File: src/rtl/pipe_skid_reg_if.sv
// -----------------------------------------------------------------------------
// pipe_skid_reg_if
//   Valid/ready/data handshake bundle for one side of a pipeline stage.
//   master : drives data and valid, receives ready (the producer).
//   slave  : receives data and valid, drives ready (the consumer).
//   Parameter WIDTH sets the payload width in bits.
// -----------------------------------------------------------------------------
interface pipe_skid_reg_if #(
  parameter int WIDTH = 64
);
  logic [WIDTH-1:0] data;
  logic             valid;
  logic             ready;

  modport master (output data, output valid, input ready);
  modport slave  (input data, input valid, output ready);
endinterface

File: src/rtl/pipe_skid_reg.sv
// -----------------------------------------------------------------------------
// pipe_skid_reg
//   Elastic pipeline register with a one-entry skid buffer. Upstream ready is
//   a flop, so stalls propagate one stage per cycle without combinational
//   ready chains. Holds up to two entries (main + skid), in strict FIFO order.
//
// Ports
//   clk          : rising-edge clock
//   reset        : asynchronous active-high reset
//   flush        : synchronous squash of every held entry
//   in_if        : upstream handshake (slave: data/valid in, ready out)
//   out_if       : downstream handshake (master: data/valid out, ready in);
//                  out_if.data is driven straight from the main register
//   occupancy    : number of held entries (0, 1 or 2)
//   stall_cycles : saturating count of cycles with out valid and not ready
// -----------------------------------------------------------------------------
module pipe_skid_reg #(
  parameter int               WIDTH     = 64,
  parameter logic [WIDTH-1:0] RESET_VAL = '0,
  parameter int               CNT_W     = 16
) (
  input  logic                  clk,
  input  logic                  reset,
  input  logic                  flush,
  pipe_skid_reg_if.slave        in_if,
  pipe_skid_reg_if.master       out_if,
  output logic [1:0]            occupancy,
  output logic [CNT_W-1:0]      stall_cycles
);

  typedef enum logic [1:0] {
    EMPTY = 2'd0,
    ONE   = 2'd1,
    TWO   = 2'd2
  } state_e;

  state_e           state_q;
  logic [WIDTH-1:0] main_q;
  logic [WIDTH-1:0] skid_q;
  logic             out_valid_q;
  logic             in_ready_q;
  logic [1:0]       occ_q;
  logic [CNT_W-1:0] stall_cnt_q;
  logic [CNT_W-1:0] stall_cnt_d;

  logic acc;
  logic take;

  assign acc  = in_if.valid & in_ready_q;
  assign take = out_valid_q & out_if.ready;

  // NOTE: every variable assigned in always_comb gets a default first, so no
  // path leaves it unassigned and no latch is inferred.
  always_comb begin
    stall_cnt_d = stall_cnt_q;
    if (out_valid_q && !out_if.ready && (stall_cnt_q != {CNT_W{1'b1}}))
      stall_cnt_d = stall_cnt_q + CNT_W'(1);
  end

  // Outputs are updated alongside the state so they come straight from flops.
  // NOTE: sequential state uses non-blocking assignments only, so every flop
  // samples the pre-edge value of every other flop regardless of order.
  // NOTE: the data registers are reset (to RESET_VAL) on purpose: out_data is
  // a direct register output and must be defined from reset onward.
  always_ff @(posedge clk or posedge reset) begin
    if (reset) begin
      state_q     <= EMPTY;
      out_valid_q <= 1'b0;
      in_ready_q  <= 1'b1;
      occ_q       <= 2'd0;
      main_q      <= RESET_VAL;
      skid_q      <= RESET_VAL;
      stall_cnt_q <= '0;
    end else begin
      // The stall counter ignores flush; only reset clears it.
      stall_cnt_q <= stall_cnt_d;

      if (flush) begin
        // A take in this cycle has already completed on the bus; an accept
        // is simply discarded.
        state_q     <= EMPTY;
        out_valid_q <= 1'b0;
        in_ready_q  <= 1'b1;
        occ_q       <= 2'd0;
        main_q      <= RESET_VAL;
        skid_q      <= RESET_VAL;
      end else begin
        unique case (state_q)
          EMPTY: begin
            if (acc) begin
              state_q     <= ONE;
              main_q      <= in_if.data;
              out_valid_q <= 1'b1;
              in_ready_q  <= 1'b1;
              occ_q       <= 2'd1;
            end
          end

          ONE: begin
            if (acc && take) begin
              main_q <= in_if.data;
            end else if (take) begin
              state_q     <= EMPTY;
              out_valid_q <= 1'b0;
              in_ready_q  <= 1'b1;
              occ_q       <= 2'd0;
            end else if (acc) begin
              // Downstream stalled: park the younger beat in the skid slot
              // and close the upstream door for the next cycle.
              state_q     <= TWO;
              skid_q      <= in_if.data;
              out_valid_q <= 1'b1;
              in_ready_q  <= 1'b0;
              occ_q       <= 2'd2;
            end
          end

          TWO: begin
            // in_ready is low here, so no accept can happen.
            if (take) begin
              state_q     <= ONE;
              main_q      <= skid_q;
              out_valid_q <= 1'b1;
              in_ready_q  <= 1'b1;
              occ_q       <= 2'd1;
            end
          end

          default: begin
            state_q     <= EMPTY;
            out_valid_q <= 1'b0;
            in_ready_q  <= 1'b1;
            occ_q       <= 2'd0;
          end
        endcase
      end
    end
  end

  assign in_if.ready   = in_ready_q;
  assign out_if.valid  = out_valid_q;
  assign out_if.data   = main_q;
  assign occupancy     = occ_q;
  assign stall_cycles  = stall_cnt_q;

endmodule

File: src/flat_wrapper.sv
// flat-port wrapper written by rule: the top's interface ports become plain ports
module pipe_skid_reg_flat 
#(
  parameter int               WIDTH     = 64,
  parameter logic [WIDTH-1:0] RESET_VAL = '0,
  parameter int               CNT_W     = 16
)
  (clk, reset, flush, occupancy, stall_cycles, in_if_data, in_if_valid, in_if_ready, out_if_data, out_if_valid, out_if_ready);
  pipe_skid_reg_if #(.WIDTH(WIDTH)) in_if_i ();
  pipe_skid_reg_if #(.WIDTH(WIDTH)) out_if_i ();
  input  logic clk;
  input  logic reset;
  input  logic flush;
  output logic [1:0] occupancy;
  output logic [CNT_W-1:0] stall_cycles;
  input wire logic [$bits(in_if_i.data)-1:0] in_if_data;
  input wire logic [$bits(in_if_i.valid)-1:0] in_if_valid;
  output wire logic [$bits(in_if_i.ready)-1:0] in_if_ready;
  output wire logic [$bits(out_if_i.data)-1:0] out_if_data;
  output wire logic [$bits(out_if_i.valid)-1:0] out_if_valid;
  input wire logic [$bits(out_if_i.ready)-1:0] out_if_ready;
  assign in_if_i.data = in_if_data;
  assign in_if_i.valid = in_if_valid;
  assign in_if_ready = in_if_i.ready;
  assign out_if_data = out_if_i.data;
  assign out_if_valid = out_if_i.valid;
  assign out_if_i.ready = out_if_ready;
  pipe_skid_reg #(.WIDTH(WIDTH), .RESET_VAL(RESET_VAL), .CNT_W(CNT_W)) u_core (.clk(clk), .reset(reset), .flush(flush), .in_if(in_if_i), .out_if(out_if_i), .occupancy(occupancy), .stall_cycles(stall_cycles));
endmodule
File: config.mk
export PLATFORM = sky130hd
export DESIGN_NAME = pipe_skid_reg_flat
export DESIGN_NICKNAME = d
export VERILOG_FILES = /design/src/rtl/pipe_skid_reg_if.sv /design/src/rtl/pipe_skid_reg.sv /design/src/flat_wrapper.sv
export SDC_FILE = /design/constraint.sdc
export NUM_CORES = 1
export LEC_CHECK = 0
export ABC_AREA = 0
export BUFFER_PORTS_ARGS = -buffer_cell sky130_fd_sc_hd__clkbuf_2
export CAP_MARGIN = 20
export CORE_ASPECT_RATIO = 1.2
export CORE_MARGIN = 2
export CORE_UTILIZATION = 35
export DETAILED_ROUTE_END_ITERATION = 12
export GPL_ROUTABILITY_DRIVEN = 0
export PLACE_DENSITY_LB_ADDON = 0.3
export RECOVER_POWER = 50
export SLEW_MARGIN = 20
export SYNTH_ARGS = -nofsm -noshare
export SYNTH_HDL_FRONTEND = slang
export SYNTH_SLANG_ARGS = --single-unit
export TNS_END_PERCENT = 1
File: constraint.sdc
create_clock -name clk -period 4.9 [get_ports clk]
set_input_delay 0 -clock clk [delete_from_list [all_inputs] [get_ports clk]]
set_output_delay 0 -clock clk [all_outputs]
set_load 0.02 [all_outputs]
### Yosys cells after proc, flatten, opt, wreduce, memory -nomap -nowiden

Index checks and enable logic that the tools add are counted.

| operators by class | value |
|---|---|
| $add $sub $neg | 1 |
| equal/unequal tests | 10 |
| mux-type cells | 28 |
| bitwise gates (word level) | 2 |
| reduce and logical (&&, ||, !) cells | 12 |

Operators with widths:

| kind | count |
|---|---|
| $mux 64 | 8 |
| $pmux 64 s3 | 1 |
| $add 16x1->16 const B | 1 |
| $ne 16x16->1 const B | 1 |
| $mux 2 | 6 |
| $reduce_and 4->1 | 3 |
| $mux 1 | 10 |
| $ne 3x2->1 const B | 3 |
| $pmux 1 s3 | 2 |
| $pmux 2 s3 | 1 |
| $ne 2x2->1 const B | 2 |
| $ne 4x2->1 const B | 1 |
| $reduce_bool 2->1 | 2 |
| $reduce_bool 4->1 | 1 |
| $logic_and 1x1->1 | 3 |
| $ne 3x3->1 const B | 1 |
| $and 1x1->1 | 2 |
| $eq 2x1->1 const B | 1 |
| $eq 2x2->1 const B | 1 |
| $logic_not 2->1 | 1 |
| $reduce_and 2->1 | 1 |
| $logic_not 1->1 | 1 |

| word-level totals | value |
|---|---|
| flip-flop bits (word level) | 148 |
| input port bits | 69 |
| output and inout port bits | 84 |
| word-level logic and storage cells | 59 |

### Depth between registers and ports, before layout

| logic depth | value |
|---|---|
| depth after elaboration | 6 |
| gate-level depth with buffers | 7 |
| depth with buffers taken out | 5 |

### Least setup slack after synthesis

Ideal clock, no wire load.

| timing | value |
|---|---|
| path kind | reg-to-reg |
| from | register u_core.state_q[1] |
| to | register u_core.main_q[0], in the netlist u_core.out_if.data[0] |
| library setup time | 0.125 ns |
| data arrival time | 1.767 ns |
| data required time | 4.775 ns |
| setup slack | 3.008 ns |
| stages on the path, launching flop included | 8 |
| path buffers | 3 |
| clock period less this slack | 1.892 ns |
| cells stage by stage | dfrtp_1 buf_4 nand3b_4 a21oi_2 or3_1 buf_6 buf_12 mux2_4 |

| between the ends | value |
|---|---|
| cells in the longest elaborated chain, start to end | 3 |
| elaborated cells on any way between the ends | 10 |
| those cells by class | 5 x eq/ne; 2 x mux; 3 x reduce/logical |

Ends and longest elaborated chain:

| item | line | source |
|---|---|---|
| from (decl) | pipe_skid_reg.sv:37 | `state_e state_q;` |
| from (signal assigned) | pipe_skid_reg.sv:67 | `state_q <= EMPTY;` |
| from (signal assigned) | pipe_skid_reg.sv:81 | `state_q <= EMPTY;` |
| from (signal assigned) | pipe_skid_reg.sv:91 | `state_q <= ONE;` |
| $eq 2x1->1, or another cell as far along | pipe_skid_reg.sv:88 | `unique case (state_q)` |
| $ne 3x2->1 (no source line), or another cell as far along | n/a |  |
| $reduce_and 4->1 (no source line) / $mux 64 (equally long branches) | n/a |  |
| to (signal assigned) | pipe_skid_reg.sv:92 | `main_q <= in_if.data;` |
| to (signal assigned) | pipe_skid_reg.sv:101 | `main_q <= in_if.data;` |
| to (signal assigned) | pipe_skid_reg.sv:122 | `main_q <= skid_q;` |
| to (decl) | pipe_skid_reg.sv:38 | `logic [WIDTH-1:0] main_q;` |

Several ways; a longest one is shown, not always the timed one.
A chain may end at the register's enable or synchronous reset.

### Worst setup path in the final report

| timing | value |
|---|---|
| from | register u_core.state_q[1] |
| to | register u_core.main_q[31], in the netlist u_core.out_if.data[31] |

The elaborated chain is that of the path after synthesis.

==> results.json <==
{
  "status": "finished clean",
  "die_area_um2": 21600,
  "nets": 1005,
  "clockBufferDepth": 2,
  "viasPerCell": 4.84,
  "power.leakage_nw": 4.24,
  "synth-edff-count": 0,
  "dominantRegCellSynth": "dfrtp_1",
  "grt_max_degree": 91,
  "cp-start-kind": "register",
  "drt_iter0_markers": 349,
  "drv_slew": 0,
  "slew_headroom_pct": 33.9,
  "cts_max_level": 4,
  "cp_max_fo": 48,
  "syn_inst": 739,
  "setup_violations": 0,
  "start_util_pct": 35.5,
  "yosysUniqueCellTypes": 42,
  "setup.worst_path.start": "u_core.state_q[1]",
  "synth_top_area_cell": "dfrtp_1",
  "yosysTopAreaCellShare_pct": 51.4,
  "cts_resized": 0,
  "area_growth_pct": 28.7,
  "die_w_um": 135,
  "routed_wl_mm": 17.8,
  "p_per_area_nw_per_um2": 375,
  "rr_endpoint": "u_core.out_if.data[31]",
  "switching_share_pct": 28.7,
  "post_cts_buffers": 0,
  "r2r_cells": 5,
  "min_path_type": "primary input to register",
  "end_kind": "register",
  "dp.cells": 1113,
  "overflow": 0,
  "synth_nets": 809,
  "tightest_slew_ps": 992,
  "fp-row-count": 57,
  "dr_total_vias": 5861,
  "wl_per_cell_um": 14.7,
  "yosysWarnings": 0,
  "finalClockSkew_ps": 9.56,
  "worst_hold_path.num_cells": 2,
  "async_flop_share_pct": 100,
  "die_height_um": 161,
  "synthTopCellsByArea": "dfrtp_1, nand2_1, mux2_4",
  "ir_worst_vdd_v": 0.000227,
  "final_util_pct": 45.7,
  "seqPwrFrac_pct": 41.1,
  "yosysSeqAreaShare_pct": 51.7,
  "synth_area_um2": 7160,
  "ys_seq_elements": 148,
  "drv_cap": 0,
  "fin_setup_tns_ps": 0,
  "drive_above_1_share_pct": 19.1,
  "p_sw_mw": 0.993,
  "period_minus_slack_ps": 2710,
  "criticalPathCategory": "register to register",
  "clk_pin_slew_worst_paths_ps": 60,
  "pwr-share-clk_pct": 40.5,
  "required_ps": 5200,
  "diodes": 0,
  "combPwrFrac_pct": 18.4,
  "grt_setup_unrepaired": "false",
  "syn_avg_cell_area_um2": 9.69,
  "critPathArrivalTime_ps": 3010,
  "antenna_found_initial": 0,
  "route.detailed.drc": 0,
  "clock-sinks": 148,
  "fp.coreArea_um2": 20200,
  "p_int_mw": 2.46,
  "hpwl_mm": 10.4,
  "grt_usage_pct": 17.0,
  "clock_latency_ps": 420,
  "cts-root-buf": "clkbuf_16",
  "dr.pass1.iters": 5,
  "max_freq_mhz": 369,
  "cts_tree": "done",
  "hold_ws_ps": 138,
  "antenna_left": 0,
  "cp-endpoint": "u_core.out_if.data[31]",
  "io_buffer_count": 152,
  "total_power_mw": 3.46,
  "reg2reg_slack_ps": 2190,
  "cts_made_buffers": 17,
  "reg2reg_from": "u_core.state_q[1]",
  "ioPinCount": 153,
  "grt_pass1_wl_mm": 29.5,
  "fin_crit_sh_pct": 55.3,
  "fin_cells": 1212,
  "finalHoldViolations": 0,
  "grt_pass1_vias": 5693
}
critical path: stages, from the launching register on:
cell and delay [ps]:
dfrtp_1 550, nand3_1 170, a21oi_2 190, or3_4 780
buf_4 450, mux2_2 370
registers in the layout, summed over array words and instances, names as in the netlist:
| signal | flops |
|---|---|
| u_core.skid_q | 64 |
| u_core.in_if.ready | 1 |
| u_core.out_if.data | 64 |
| u_core.out_if.valid | 1 |
| u_core.stall_cycles | 16 |
| u_core.state_q | 2 |
cells by family after synthesis:
group                      share of synthesized area [%]
buffers and inverters                               4.70
adders and majority gates                          0.175
muxes                                               14.1
AOI/OAI and AO/OA                                   10.6
DFF                                                 51.7
xor gates and xnor gates                           0.979
and+or+nand+nor                                     17.6
layout make-up:
type | count | area (um2)
Fill cell | 1964 | 11000
Sequential cell | 148 | 3700
Multi-Input combinational cell | 535 | 3130
Timing Repair Buffer | 228 | 1400
Clock buffer | 20 | 447
Tap cell | 265 | 332
Clock inverter | 11 | 175
Inverter | 5 | 23.8
worst min path at each step:
stage                            start                      to
after floorplan           out_if_ready       u_core.state_q[1]
after global placement           reset       u_core.skid_q[58]
after detailed placement         reset  u_core.out_if.data[55]
after CTS                        flush       u_core.state_q[0]
after global routing             flush       u_core.state_q[0]
final                            flush       u_core.state_q[0]
stage by stage:
stage	cell area [um2]	worst slack, ps
after CTS	9330	2180
final	9210	2190
after global placement	8020	2210
after global routing	9210	2070
after detailed placement	8020	2190
after floorplan	7160	922
cell usage in the layout, fill, tap and decap left out, types with 8 or more instances in the layout:
cell	instances
nand2_1	265
clkbuf_2	66
dfrtp_1	147
dlygate4sd3_1	68
mux2_4	60
mux2_2	8
nor2_1	10
clkbuf_1	87
clkbuf_16	17
buf_4	9
a21oi_1	135
cells in the mapped netlist (all sizes together) (3+ instances only):
cell type    n
o21ai        3
nand4        6
clkbuf      24
buf         27
nand2      265
xor2         5
inv          5
mux2        68
nor3         5
xnor2        3
a21oi      136
or3          3
nand3        7
nor2        10
dfrtp      147
nand2b       3
what timing repair did:
action                                  CTS  global route
endpoints found under the setup margin    0             0
endpoints found under the hold margin   155             0
hold buffers                             68             0
power by group through the flow:
| stage | combinational [mW] | sequential, mW | clock, mW |
|---|---|---|---|
| 6_report | 0.637 | 1.42 | 1.40 |
| 4_1_cts | 0.670 | 1.42 | 1.43 |
| 3_3_place_gp | 0.621 | 1.44 | 0 |
| 3_5_place_dp | 0.625 | 1.44 | 0 |
| 5_1_grt | 0.698 | 1.43 | 1.48 |
| 2_1_floorplan | 0.346 | 1.53 | 0 |
metal layers:
layer | GRT usage, % | vias up | share of wire (%)
li1 | - | 2850 | -
met1 | 23.5 | 2862 | 47
met2 | 27.3 | 137 | 48
met3 | 3.47 | 12 | 4.0
met4 | 4.40 | 0 | 1.1
met5 | 0 | - | 0
Note: power is estimated with default switching activity, not from simulation.
